File: config.mk
export PLATFORM = sky130hd
export DESIGN_NAME = spi_slave
export DESIGN_NICKNAME = d
export VERILOG_FILES = /design/src/rtl/spi_slave.sv
export SDC_FILE = /design/constraint.sdc
export NUM_CORES = 1
export LEC_CHECK = 0
export ABC_AREA = 1
export CAP_MARGIN = 10
export CORE_MARGIN = 3
export CORE_UTILIZATION = 55
export CTS_CLUSTER_SIZE = 25
export DETAILED_ROUTE_END_ITERATION = 16
export DONT_BUFFER_PORTS = 1
export HOLD_SLACK_MARGIN = 0.02
export PLACE_DENSITY = 0.71
export SYNTH_ARGS = -nofsm -noshare
export SYNTH_HDL_FRONTEND = slang
export SYNTH_SLANG_ARGS = --single-unit
File: constraint.sdc
create_clock -name clk_i -period 4.6 [get_ports clk_i]
set_clock_uncertainty 0.05 [all_clocks]
set_input_delay 0.46 -clock clk_i [delete_from_list [all_inputs] [get_ports clk_i]]
set_output_delay 0.46 -clock clk_i [all_outputs]
set_load 0.01 [all_outputs]
File: src/rtl/spi_slave.sv
`default_nettype none
`timescale 1ns/1ps
// ============================================================================
//  Module      : spi_slave
//  Description : SPI responder. Oversamples the master's sck/mosi/ss in the
//                clk domain, shifts in one FRAME_BITS-bit word per frame and
//                shifts out a word captured from din_i. A completed word is
//                presented on dat_o with a one-clk rco_o strobe.
//
//  Parameters  : FRAME_BITS  - bits per frame (>= 2)
//                SYNC_STAGES - flops in each input synchronizer (>= 2)
//
//  Ports       : clk_i      system clock
//                nrst_i     synchronous active-low reset
//                enable_i   1 = respond to ss_i, 0 = ignore the bus
//                din_i      transmit word, captured at frame start
//                cpol_i     sck idle level
//                cpha_i     0: sample on leading edge, 1: on trailing edge
//                order_i    0: MSB first, 1: LSB first
//                sck_i      serial clock from master (asynchronous)
//                mosi_i     serial data from master (asynchronous)
//                ss_i       active-low select from master (asynchronous)
//                miso_o     serial data to master
//                miso_oe_o  miso drive enable, high only while selected
//                dat_o      last complete received word
//                rco_o      one-clk pulse when dat_o is updated
//                busy_o     frame in progress
//                ferr_o     sticky framing error (only with SPI_SLAVE_ERR_EN)
//
//  Options     : define SPI_SLAVE_ERR_EN to add the ferr_o framing-error
//                output; without it aborted frames are silent.
//
//  Revision    : 1.0 - initial release
// ============================================================================
module spi_slave #(
  parameter int FRAME_BITS  = 32,
  parameter int SYNC_STAGES = 2
) (
  input  logic                  clk_i,
  input  logic                  nrst_i,
  input  logic                  enable_i,
  input  logic [FRAME_BITS-1:0] din_i,
  input  logic                  cpol_i,
  input  logic                  cpha_i,
  input  logic                  order_i,
  input  logic                  sck_i,
  input  logic                  mosi_i,
  input  logic                  ss_i,
  output logic                  miso_o,
  output logic                  miso_oe_o,
  output logic [FRAME_BITS-1:0] dat_o,
  output logic                  rco_o,
  output logic                  busy_o
`ifdef SPI_SLAVE_ERR_EN
  ,
  output logic                  ferr_o
`endif
);

  localparam int                  c_CNT_W = (FRAME_BITS > 2) ? $clog2(FRAME_BITS) : 1;
  localparam logic [c_CNT_W-1:0]  c_LAST  = c_CNT_W'(FRAME_BITS - 1);

  typedef enum logic [0:0] {
    ST_IDLE   = 1'b0,
    ST_ACTIVE = 1'b1
  } state_t;

  // --------------------------------------------------------------------------
  // Registers
  // --------------------------------------------------------------------------
  logic [SYNC_STAGES-1:0] sck_sync_q, mosi_sync_q, ss_sync_q;
  logic                   sck_dly_q, ss_dly_q;

  state_t                 state_q,   state_d;
  logic [FRAME_BITS-1:0]  tx_q,      tx_d;
  logic [FRAME_BITS-1:0]  rx_q,      rx_d;
  logic [FRAME_BITS-1:0]  dat_q,     dat_d;
  logic [c_CNT_W-1:0]     cnt_q,     cnt_d;
  logic                   rco_q,     rco_d;
  logic                   busy_q,    busy_d;
  logic                   miso_q,    miso_d;
  logic                   miso_oe_q, miso_oe_d;
  logic                   hold_q,    hold_d;
  logic                   cpol_q,    cpol_d;
  logic                   cpha_q,    cpha_d;
  logic                   order_q,   order_d;
`ifdef SPI_SLAVE_ERR_EN
  logic                   ferr_q,    ferr_d;
`endif

  // --------------------------------------------------------------------------
  // Synchronized bus view
  // --------------------------------------------------------------------------
  logic                  w_sck, w_sck_edge, w_mosi;
  logic                  w_ss_filt, w_ss_fall;
  logic                  w_lead, w_trail, w_sample, w_shift;
  logic [FRAME_BITS-1:0] w_rx_shift, w_tx_shift;

  assign w_sck      = sck_sync_q[SYNC_STAGES-1];
  assign w_mosi     = mosi_sync_q[SYNC_STAGES-1];
  assign w_sck_edge = w_sck ^ sck_dly_q;

  // ss only changes once every synchronizer stage agrees, so a pulse shorter
  // than SYNC_STAGES clk never fills the chain and is dropped. The delayed
  // copy doubles as the hold value while the stages disagree.
  assign w_ss_filt = (&ss_sync_q)  ? 1'b1 :
                     (~|ss_sync_q) ? 1'b0 : ss_dly_q;
  assign w_ss_fall = ss_dly_q & ~w_ss_filt;

  // Leading edge leaves the latched idle level, trailing edge returns to it.
  assign w_lead   = w_sck_edge & (w_sck != cpol_q);
  assign w_trail  = w_sck_edge & (w_sck == cpol_q);
  assign w_sample = cpha_q ? w_trail : w_lead;
  assign w_shift  = cpha_q ? w_lead  : w_trail;

  // Receive direction follows the bit order so dat_o is in natural order.
  assign w_rx_shift = order_q ? {w_mosi, rx_q[FRAME_BITS-1:1]}
                              : {rx_q[FRAME_BITS-2:0], w_mosi};
  assign w_tx_shift = order_q ? {1'b0, tx_q[FRAME_BITS-1:1]}
                              : {tx_q[FRAME_BITS-2:0], 1'b0};

  // --------------------------------------------------------------------------
  // Next-state logic
  // --------------------------------------------------------------------------
  always_comb begin
    state_d   = state_q;
    tx_d      = tx_q;
    rx_d      = rx_q;
    dat_d     = dat_q;
    cnt_d     = cnt_q;
    rco_d     = 1'b0;
    busy_d    = busy_q;
    miso_oe_d = miso_oe_q;
    hold_d    = hold_q;
    cpol_d    = cpol_q;
    cpha_d    = cpha_q;
    order_d   = order_q;
`ifdef SPI_SLAVE_ERR_EN
    ferr_d    = ferr_q;
`endif

    case (state_q)
      ST_IDLE: begin
        busy_d    = 1'b0;
        miso_oe_d = 1'b0;
        if (enable_i && w_ss_fall) begin
          state_d   = ST_ACTIVE;
          tx_d      = din_i;
          cnt_d     = '0;
          cpol_d    = cpol_i;
          cpha_d    = cpha_i;
          order_d   = order_i;
          // With cpha=1 the first leading edge only marks the bit that is
          // already on miso, so that shift is swallowed.
          hold_d    = cpha_i;
          busy_d    = 1'b1;
          miso_oe_d = 1'b1;
`ifdef SPI_SLAVE_ERR_EN
          ferr_d    = 1'b0;
`endif
        end
`ifdef SPI_SLAVE_ERR_EN
        else if (enable_i && w_ss_filt && w_sck_edge) begin
          ferr_d = 1'b1;
        end
`endif
      end

      ST_ACTIVE: begin
        if (w_shift) begin
          if (hold_q) begin
            hold_d = 1'b0;
          end else begin
            tx_d = w_tx_shift;
          end
        end

        if (w_sample) begin
          if (cnt_q == c_LAST) begin
            dat_d  = w_rx_shift;
            rx_d   = w_rx_shift;
            rco_d  = 1'b1;
            cnt_d  = '0;
            tx_d   = din_i;
            // The reloaded word's first bit is already on miso; the next
            // shift edge (trailing for cpha=0, leading for cpha=1) belongs
            // to the frame boundary and must not consume it.
            hold_d = 1'b1;
          end else begin
            rx_d   = w_rx_shift;
            cnt_d  = cnt_q + 1'b1;
          end
        end

        // Evaluated after the sample so a final bit that lands in the same
        // clk as ss rising still completes the word.
        if (w_ss_filt) begin
          state_d   = ST_IDLE;
          busy_d    = 1'b0;
          miso_oe_d = 1'b0;
          cnt_d     = '0;
`ifdef SPI_SLAVE_ERR_EN
          if ((cnt_q != '0) && !rco_d) begin
            ferr_d = 1'b1;
          end
`endif
        end
      end

      default: begin
        state_d = ST_IDLE;
      end
    endcase

    miso_d = (state_d == ST_ACTIVE) ? (order_d ? tx_d[0] : tx_d[FRAME_BITS-1])
                                    : 1'b0;
  end

  // --------------------------------------------------------------------------
  // State registers
  // --------------------------------------------------------------------------
  always_ff @(posedge clk_i) begin
    if (!nrst_i) begin
      // sck starts at the selected idle level to avoid a phantom edge.
      // ss starts low so a frame that was in flight across reset is only
      // accepted after ss has been seen high again.
      sck_sync_q  <= {SYNC_STAGES{cpol_i}};
      sck_dly_q   <= cpol_i;
      mosi_sync_q <= '0;
      ss_sync_q   <= '0;
      ss_dly_q    <= 1'b0;
      state_q     <= ST_IDLE;
      tx_q        <= '0;
      rx_q        <= '0;
      dat_q       <= '0;
      cnt_q       <= '0;
      rco_q       <= 1'b0;
      busy_q      <= 1'b0;
      miso_q      <= 1'b0;
      miso_oe_q   <= 1'b0;
      hold_q      <= 1'b0;
      cpol_q      <= 1'b0;
      cpha_q      <= 1'b0;
      order_q     <= 1'b0;
`ifdef SPI_SLAVE_ERR_EN
      ferr_q      <= 1'b0;
`endif
    end else begin
      sck_sync_q  <= {sck_sync_q[SYNC_STAGES-2:0], sck_i};
      mosi_sync_q <= {mosi_sync_q[SYNC_STAGES-2:0], mosi_i};
      ss_sync_q   <= {ss_sync_q[SYNC_STAGES-2:0], ss_i};
      sck_dly_q   <= w_sck;
      ss_dly_q    <= w_ss_filt;
      state_q     <= state_d;
      tx_q        <= tx_d;
      rx_q        <= rx_d;
      dat_q       <= dat_d;
      cnt_q       <= cnt_d;
      rco_q       <= rco_d;
      busy_q      <= busy_d;
      miso_q      <= miso_d;
      miso_oe_q   <= miso_oe_d;
      hold_q      <= hold_d;
      cpol_q      <= cpol_d;
      cpha_q      <= cpha_d;
      order_q     <= order_d;
`ifdef SPI_SLAVE_ERR_EN
      ferr_q      <= ferr_d;
`endif
    end
  end

  // --------------------------------------------------------------------------
  // Outputs
  // --------------------------------------------------------------------------
  assign miso_o    = miso_q;
  assign miso_oe_o = miso_oe_q;
  assign dat_o     = dat_q;
  assign rco_o     = rco_q;
  assign busy_o    = busy_q;
`ifdef SPI_SLAVE_ERR_EN
  assign ferr_o    = ferr_q;
`endif

endmodule
`default_nettype wire

After elaboration in Yosys (flattened, before gate mapping)
Index checks and enable logic that the tools add are counted.

$add $sub $neg: 1. Reductions and logical operators: 9. Bitwise gates (word level): 6. Eq/ne operators: 6. Muxes and demuxes: 33.

Operators by type and width (count): $mux 32 (7); $pmux 32 s2 (1); $mux 5 (4); $mux 1 (16); $pmux 5 s2 (1); $reduce_and 2->1 (5); $pmux 1 s2 (3); $reduce_and 3->1 (2); $add 5x1->5 const B (1); $eq 5x5->1 const B (1); $and 1x1->1 (3); $ne 3x1->1 const B (1); $mux 2 (1); $ne 2x1->1 const B (1); $ne 2x2->1 const B (1); $not 1->1 (2); $reduce_or 2->1 (1); $eq 1x1->1 (1); $logic_and 1x1->1 (1); $ne 1x1->1 (1); $xor 1x1->1 (1).

Word-level logic and storage cells: 73. Output and inout bits: 36. Bits in registers: 117. Input bits: 41.

Longest topological paths before layout
Gate-level depths: netlist of the first run.

Word-level depth: 9. Depth in mapped cells: 12. Depth with buffers taken out: 12.

Least setup slack after synthesis of the first run
Ideal clock, no wire load.

Kind: register to register. Start point: reg cnt_q[0]. End point: reg tx_q[1]. Slack: 2792 ps. Period minus slack after synthesis: 1808 ps. Required time: 4422 ps. Setup time: 128 ps. Arrival time: 1631 ps. Path buffers: 2. Cell stages (with the launch flop): 12. Path through: dfxtp_1 > ha_1 > nand2_1 > nor2_1 > ha_1 > clkbuf_1 > nand2_2 > buf_2 > o21ai_0 > inv_1 > a21oi_1 > nor2_1.

Word-level cells in the longest chain between the ends: 4.

Ends and longest elaborated chain: start, declared (line 78) `logic [c_CNT_W-1:0] cnt_q, cnt_d;`; start signal, assigned (line 258) `cnt_q <= cnt_d;`; $eq 5x5->1 (line 179) `if (cnt_q == c_LAST) begin`; $mux 32 (line 179); $mux 32 (line 178) `if (w_sample) begin`; $pmux 32 s2 (line 142) `case (state_q)`; end signal, assigned (line 255) `tx_q <= tx_d;`; end, declared (line 75) `logic [FRAME_BITS-1:0] tx_q, tx_d;`.

Every way passes these cells. A chain may end at the register's enable or synchronous reset.

Worst setup path in the final report of the first run
Start point: reg sck_sync_q[1]. End point: reg dat_q[5], in the netlist dat_o[5].

Word-level cells in the longest chain between the ends: 4. Elaborated cells between the ends (all ways): 7. Those cells by class: eq/ne (2); mux (1); bitwise (3); reduce/logical (1).

Ends and longest elaborated chain: start, declared (line 71) `logic [SYNC_STAGES-1:0] sck_sync_q, mosi_sync_q, ss_sync_q;`; start signal, assigned (line 227) `sck_sync_q <= {SYNC_STAGES{cpol_i}};`; start signal, assigned (line 249) `sck_sync_q <= {sck_sync_q[SYNC_STAGES-2:0], sck_i};`; $xor 1x1->1, or another cell as far along (line 101) `assign w_sck_edge = w_sck ^ sck_dly_q;`; $and 1x1->1 (on tied branches) (line 111, 112); $mux 1 (*) (line 113) `assign w_sample = cpha_q ? w_trail : w_lead;`; $reduce_and 3->1 (no line) (*); end signal, assigned (line 257) `dat_q <= dat_d;`; end, declared (line 77) `logic [FRAME_BITS-1:0] dat_q, dat_d;`.

Every way passes the cells marked *; elsewhere a longest branch is shown, timed or not.

==> results by group, run 1 <==
Worst setup path
  • Worst EP arrival: 2.97 ns
  • Req. time, crit path: 4.83 ns
  • Reg2reg start: sck_sync_q[1]$_DFF_P_
  • Startpoint Class: flip-flop
  • R2R setup slack: 1.86 ns
  • CP Capture Type: flip-flop
  • Critical path type: flip-flop to flip-flop
  • Crit path max fanout: 42
  • RR Endpoint: dat_o[5]$_SDFFE_PN0P_
  • R2R depth: 11

Final layout
  • Layout area overhead: 6.69%
  • Fill cells: 1021
  • Layout cell share with drive strength beyond 1: 4.96%
  • Antenna cells: 0
  • Final #Nets: 980

Worst hold path
  • Worst hold start: mosi_i
  • Min-Delay Path Class: primary input to flip-flop
  • Hold Path End: mosi_sync_q[0]$_SDFF_PN0_
  • Hold Path Stages: 2

Logic synthesis
  • Main flop type after synthesis: dfxtp_1
  • Largest cells by area after synthesis: dfxtp_1 38%, nand2_1 20%, o21ai_0 11%, a21oi_1 8.5%, inv_1 5.7%
  • Post-Synthesis Cells: 982
  • Most common cell in the netlist: nand2_1
  • Post-synth top area cell: dfxtp_1
  • Post-Syn Area per Cell: 6.34 um2
  • Post-synth EDFFs: 0
  • Top post-synthesis cells by count: 332 x nand2_1, 141 x o21ai_0, 117 x dfxtp_1
  • Simple-gate area share of the yosys netlist: 25.8%
  • Yosys cell types: 26
  • Register area share after synthesis: 37.6%
  • Post-synthesis register bit count: 117
  • Yosys warns: 0
  • Post-synthesis compound-gate area fraction: 24.6%
  • Share of the synthesized area in the top cell type: 37.6%
  • Cell Area, Synth: 0.00623 mm2
  • Xor/xnor share of the synthesized area: 0.141%
  • Post-synth net total: 1025
  • Synth Area in Adders: 0.402%
  • Mux cell area share after synthesis: 0%
  • Synth async-reset ratio: 0%
  • Largest family of logic cells by synthesized area: simple AND/OR/NAND/NOR gates

CTS
  • Post-CTS Resized: 0
  • CTS tree: done
  • Worst-case clock buffer depth: 2
  • Worst-Skew Late Latency: 0.42 ns
  • Worst-path clk slew: 0.05 ns
  • H-tree Lvls: 4
  • Setup bufs post-CTS: 0
  • TritonCTS buffer count: 17
  • Root Driver: clkbuf_16
  • Clk sinks: 117
  • Hold buffer count at cts: 0

Timing
  • Hold_ws: 0.0929 ns
  • Final min period: 2.74 ns
  • Slew headroom: 23.5%
  • Slew @ Worst Pin: 1.15 ns
  • Max Fclk: 364 MHz
  • Final-report max-slew violation count: 0
  • Fin Setup TNS: 0 ns
  • RSZ-0062 raised after global routing: no
  • Final Setup Violations: 0
  • Final Cycle Share: 59.7%
  • Final hold vios: 0

Global routing
  • Largest net degree at the start of global routing: 96
  • Initial antenna violation count: 0
  • First-pass GRT wire length: 25.3 mm
  • GR Overflow Total: 0
  • Vias in the first global route: 5756
  • GRT Overall Usage: 24.0%

Floorplanning
  • Rows: 38
  • Die H: 112 um
  • Core box area: 0.0109 mm2
  • Initial Util: 56.9%
  • Die area: 0.0126 mm2
  • Chip Width: 112 um
  • Num ports: 77

Detailed routing
  • Routed via count: 5969
  • Total routed wirelength: 15.0 mm
  • # DRC: 0
  • Vias/cell: 5.49
  • WL/cell: 13.8 um
  • Antenna Nets Post-Route: 0
  • DRT Pass-1 Iters: 8
  • Initial DRC count: 428

Placement
  • IO buf count: 0
  • Post-DP HPWL: 9.17 mm
  • Routability cong.: 0.778

Power and ir drop
  • Pwr dens: 347 mW/mm2
  • Max IR drop VDD: 0.000256 V
  • Lkg Pwr: 0.00255 uW

Run status
  • Outcome: completed

Job
  • Max Cap Viol: 0
==> flip-flops by register name, summed over array words and instances (netlist names), 2 cells and up <==
signal	count
cnt_q	5
dat_o	32
mosi_sync_q	2
rx_q	32
sck_sync_q	2
ss_sync_q	2
tx_q	32
==> where the power goes <==
group          leakage [uW]  total [uW]  switching, uW  internal (uW)
Clock              0.000272        1210            428            784
Sequential         0.000945        1030           4.40           1020
Combinational       0.00134        69.1           55.6           13.6
Total               0.00255        2310            488           1820
==> layout make-up <==
class                      instances  area, um2  share of cell area (%)
clock buffer                      24        492                    7.40
clock inverter                     5       50.0                   0.753
inverter                         100        379                    5.71
multi-input combinational        697       3170                    47.8
sequential                       117       2340                    35.3
tap                              140        175                    2.64
timing repair buffer               4       30.0                   0.452
==> critical path: stages, from the launching register on <==
cell and delay (ns):
dfxtp_1 0.37, inv_2 0.07, nand2_1 0.08, nand2_2 0.08
nand3_2 0.11, nand2_4 0.08, nand2_4 0.33, inv_4 0.22
nand2_4 0.37, clkinv_2 0.48, nand2_1 0.23, a21oi_1 0.09
==> per-stage QoR <==
step	instance area (um2)	worst slack (ns)	power [uW]	util (%)	instances
2_1_floorplan	6230	2.79	1110	-	982
3_3_place_gp	6100	1.93	1110	55.8	1058
3_5_place_dp	6100	1.86	1110	55.8	1058
4_1_cts	6640	1.82	2330	60.7	1087
5_1_grt	6640	1.56	2380	60.7	1087
6_report	6640	1.86	2310	60.7	1087
==> per-layer routing <==
layer  global-route usage, %  up-vias  routed length [um]
li1                        -     3075                   -
met1                    26.1     2734                6350
met5                       0        -                   0
met2                    43.5      133                7520
met4                    11.9        0                 308
met3                    5.44       27                 778
==> placed cells by master (no fill, tap or decap), types with 2 or more instances in the layout <==
master | synthesis | layout
a21oi_1 | 106 | 106
buf_4 | 5 | 4
clkbuf_1 | 32 | 3
clkbuf_16 | 0 | 17
clkbuf_8 | 0 | 4
clkinv_2 | 1 | 5
dfxtp_1 | 117 | 116
ha_1 | 2 | 2
inv_1 | 95 | 95
inv_2 | 3 | 3
nand2_1 | 332 | 332
nand2_2 | 4 | 4
nand2_4 | 3 | 3
nand3_1 | 20 | 20
nand3_2 | 2 | 2
nor2_1 | 39 | 39
nor3_1 | 2 | 2
o211ai_1 | 29 | 29
o21a_1 | 2 | 2
o21ai_0 | 141 | 141
o21ai_1 | 11 | 11
==> worst max-delay path by stage <==
stage,slack [ns],from,endpoint
floorplan,2.79,cnt_q[0]$_SDFFE_PN0P_,tx_q[1]$_SDFFE_PN0P_
global placement,1.93,sck_sync_q[1]$_DFF_P_,dat_o[5]$_SDFFE_PN0P_
detailed placement,1.86,sck_sync_q[1]$_DFF_P_,dat_o[5]$_SDFFE_PN0P_
CTS,1.82,sck_sync_q[1]$_DFF_P_,dat_o[5]$_SDFFE_PN0P_
global route,1.56,sck_sync_q[1]$_DFF_P_,dat_o[5]$_SDFFE_PN0P_
finish,1.86,sck_sync_q[1]$_DFF_P_,dat_o[5]$_SDFFE_PN0P_
==> kinds of logic after synthesis <==
family,Yosys count
compound gates,290
xor+xnor,1
fa+ha+maj,2
buf+inv,168
flops,117
simple gates,404
Power figures use the tool's default switching activity.
==> run 2: changes to the inputs <==
ABC_AREA = 0   (was 1)
PLACE_DENSITY = 0.74   (was 0.71)
clock period = 2.3 ns   (was 4.6 ns; I/O delays follow)
==> run 2 against run 1 <==
  * Global-route usage decreased by 2.4 points
  * Non-clock buffer count increased by 52
  * Via count fell by 34%
  * Worst setup slack worse by 1.7 ns
  * Die area is 15% lower
  * Clock power rose by 110%
  * Final cell count is 36% lower
  * Sequential share of layout area grew 1.0 points
  * Fmax grew 26%
  * Register-to-register slack got worse by 1.7 ns
  * Final area down 2.7%
  * Area after synthesis fell by 16%
  * Critical path type unchanged
  * Critical endpoint is now tx_q[22]$_SDFFE_PN0P_
  * Highest routed layer unchanged
==> results by group, run 2 <==
CTS
  • CTS tree: done
  • H-tree Lvls: 4
  • TritonCTS buffer count: 17
  • Worst-case clock buffer depth: 2
  • Worst-path clk slew: 0.06 ns
  • Root Driver: clkbuf_8
  • Worst-Skew Late Latency: 0.51 ns
  • Clk sinks: 117

Placement
  • IO buf count: 0
  • Post-DP HPWL: 6.59 mm
  • Routability cong.: 0.775

Worst setup path
  • Reg2reg start: cnt_q[0]$_SDFFE_PN0P_
  • Crit path max fanout: 11
  • CP max-delay cell: dfxtp_1
  • Startpoint Class: flip-flop
  • CP cell instances: ha_1, and3_1, ha_2, nand4b_1, mux2i_4, nand2b_4, buf_4, a2bb2oi_1, a21boi_0
  • Req. time, crit path: 2.67 ns
  • R2R depth: 9
  • CP Launch Point: cnt_q[0]$_SDFFE_PN0P_
  • RR Endpoint: tx_q[22]$_SDFFE_PN0P_
  • Worst EP arrival: 2.54 ns
  • Critical path type: flip-flop to flip-flop
  • CP Capture Type: flip-flop
  • R2R setup slack: 0.13 ns
  • Slowest stage delay, CP: 0.37 ns

Logic synthesis
  • Simple-gate area share of the yosys netlist: 12.3%
  • Post-synth EDFFs: 0
  • Top post-synthesis cells by count: 117 x dfxtp_1, 104 x nand2_1, 70 x mux2i_1
  • Largest family of logic cells by synthesized area: compound AO/OA/AOI/OAI gates
  • Xor/xnor share of the synthesized area: 0.310%
  • Share of the synthesized area in the top cell type: 44.6%
  • Main flop type after synthesis: dfxtp_1
  • Post-synthesis register bit count: 117
  • Register area share after synthesis: 44.6%
  • Post-synth net total: 572
  • Yosys cell types: 37
  • Post-synth top area cell: dfxtp_1
  • Cell Area, Synth: 0.00525 mm2
  • Synth Area in Adders: 0.691%
  • Mux cell area share after synthesis: 13.3%
  • Yosys warns: 0
  • Synth async-reset ratio: 0%
  • Largest cells by area after synthesis: dfxtp_1 45%, mux2i_1 13%, o211a_1 12%, nand2_1 7.4%, a2bb2oi_1 5.0%
  • Post-Synthesis Cells: 529
  • Post-Syn Area per Cell: 9.93 um2
  • Post-synthesis compound-gate area fraction: 24.7%
  • Most common cell in the netlist: dfxtp_1

Timing
  • Max Fclk: 461 MHz
  • Final-report max-slew violation count: 0
  • Slew headroom: 68.5%
  • Final Setup Violations: 0
  • Slew @ Worst Pin: 0.473 ns
  • Hold_ws: 0.0783 ns
  • Final min period: 2.17 ns
  • RSZ-0062 raised after global routing: yes
  • Fin Setup TNS: 0 ns
  • Final hold vios: 0
  • Final Cycle Share: 94.3%

Final layout
  • Commonest cells after routing, fill and taps aside: 116 x dfxtp_1, 104 x nand2_1, 69 x mux2i_1, 64 x o211a_1, 41 x dlygate4sd3_1
  • Most common cell after layout, fill and taps aside: dfxtp_1
  • Antenna cells: 0
  • Layout cell share with drive strength beyond 1: 10.2%
  • Fin util: 69.9%
  • Final #Nets: 601
  • Layout area overhead: 23.0%

Worst hold path
  • Worst hold start: nrst_i
  • Hold Path Stages: 2
  • Hold Path End: rx_q[20]$_SDFFE_PN0P_
  • Min-Delay Path Class: primary input to flip-flop

Power and ir drop
  • Sw frac: 21.6%
  • Lkg Pwr: 0.00291 uW
  • Sw power: 1030 uW
  • Max IR drop VDD: 0.000543 V
  • Combinational share of power: 3.1%
  • Clock network power share: 54.0%
  • Flop pwr share: 43.0%
  • Pint: 3740 uW
  • Tot Pwr: 4770 uW
  • Pwr dens: 738 mW/mm2

Global routing
  • GR Overflow Total: 0
  • Met3 GRT Util: 4.92%
  • Vias in the first global route: 4022
  • Initial antenna violation count: 0
  • Global routing's busiest layer: met2
  • Largest net degree at the start of global routing: 115
  • First-pass GRT wire length: 19.4 mm
  • Met1 GRT Util: 27.4%
  • GRT Overall Usage: 21.6%
  • M2 GR Usage: 36.3%

Detailed routing
  • DRT Pass-1 Iters: 4
  • Initial DRC count: 177
  • # DRC: 0
  • Routed via count: 3960
  • Vias/cell: 5.66
  • Antenna Nets Post-Route: 0
  • Total routed wirelength: 11.2 mm
  • WL/cell: 16.1 um

Job
  • Max Cap Viol: 0

Floorplanning
  • Initial Util: 56.8%
  • Die H: 104 um
  • Core box area: 0.00924 mm2
  • Chip Width: 104 um
  • Num ports: 77
  • Rows: 35
  • Die area: 0.0108 mm2

Run status
  • Outcome: completed
[run 2: changes by cell type after synthesis, sizes merged, moves of 12 or more]
cell	before	now
o211a	0	64
nor2	39	5
nand3	22	2
a2bb2oi	0	30
buf	36	24
nand2	339	104
inv	99	4
a21oi	106	2
o211ai	29	0
o21ai	152	3
a21boi	0	35
mux2i	0	70
[run 2: repair_timing]
action                                  4_1_cts  5_1_grt
setup buffers                                 0        1
endpoints found under the hold margin       117        0
hold buffers                                 42        0
resized for setup                             0       13
endpoints found under the setup margin        0       31
[run 2: worst max-delay path by stage]
| stage | to | slack [ns] |
|---|---|---|
| after global placement | cnt_q[2]$_SDFFE_PN0P_ | 0.16 |
| final | tx_q[22]$_SDFFE_PN0P_ | 0.13 |
| after global routing | dat_o[12]$_SDFFE_PN0P_ | -0.01 |
| after detailed placement | cnt_q[2]$_SDFFE_PN0P_ | 0.05 |
| after CTS | cnt_q[2]$_SDFFE_PN0P_ | 0.03 |
| after floorplan | cnt_q[2]$_SDFFE_PN0P_ | 0.20 |
[run 2: worst max-delay path: cells and delay by family, from the launching register on]
family | cells | cell delay, ns
AO/OA/AOI/OAI | 2 | 0.26
adder cells (fa/ha/maj) | 2 | 0.40
buffers and inverters | 1 | 0.19
flip-flops | 1 | 0.37
multiplexers | 1 | 0.29
AND/OR/NAND/NOR | 3 | 0.51
[run 2: cell families after synthesis]
| kind of cell | after synthesis |
|---|---|
| AO/OA/AOI/OAI | 144 |
| AND/OR/NAND/NOR | 144 |
| flip-flops | 117 |
| multiplexers | 70 |
| buffers and inverters | 50 |
| adder cells (fa/ha/maj) | 3 |
| XOR/XNOR | 1 |
[run 2: through the flow]
step,instance area (um2),cells,setup slack (ns)
global route,6460,700,-0.0130
finish,6460,700,0.130
detailed placement,5400,625,0.0545
CTS,6430,699,0.0348
floorplan,5250,529,0.204
global placement,5400,625,0.159
[run 2: area by class of cell]
type	instances	area (um2)
tap	129	161
sequential	117	2350
timing repair buffer	56	617
inverter	4	15.0
clock buffer	19	443
multi-input combinational	362	2730
fill	680	2780
clock inverter	13	145
[run 2: power groups by stage]
| stage | Combinational (uW) | Sequential [uW] | Clock (uW) |
|---|---|---|---|
| 5_1_grt | 158 | 2050 | 2730 |
| 3_3_place_gp | 49.3 | 2090 | 0 |
| 3_5_place_dp | 50.8 | 2090 | 0 |
| 6_report | 146 | 2050 | 2570 |
| 2_1_floorplan | 67.6 | 2090 | 0 |
| 4_1_cts | 142 | 2050 | 2630 |
[run 2: per-layer routing]
metal / routed length, um / share of wire (%)
met2: 5580 / 50
met1: 5140 / 46
met5: 0 / 0
met4: 88 / 0.78
met3: 430 / 3.8
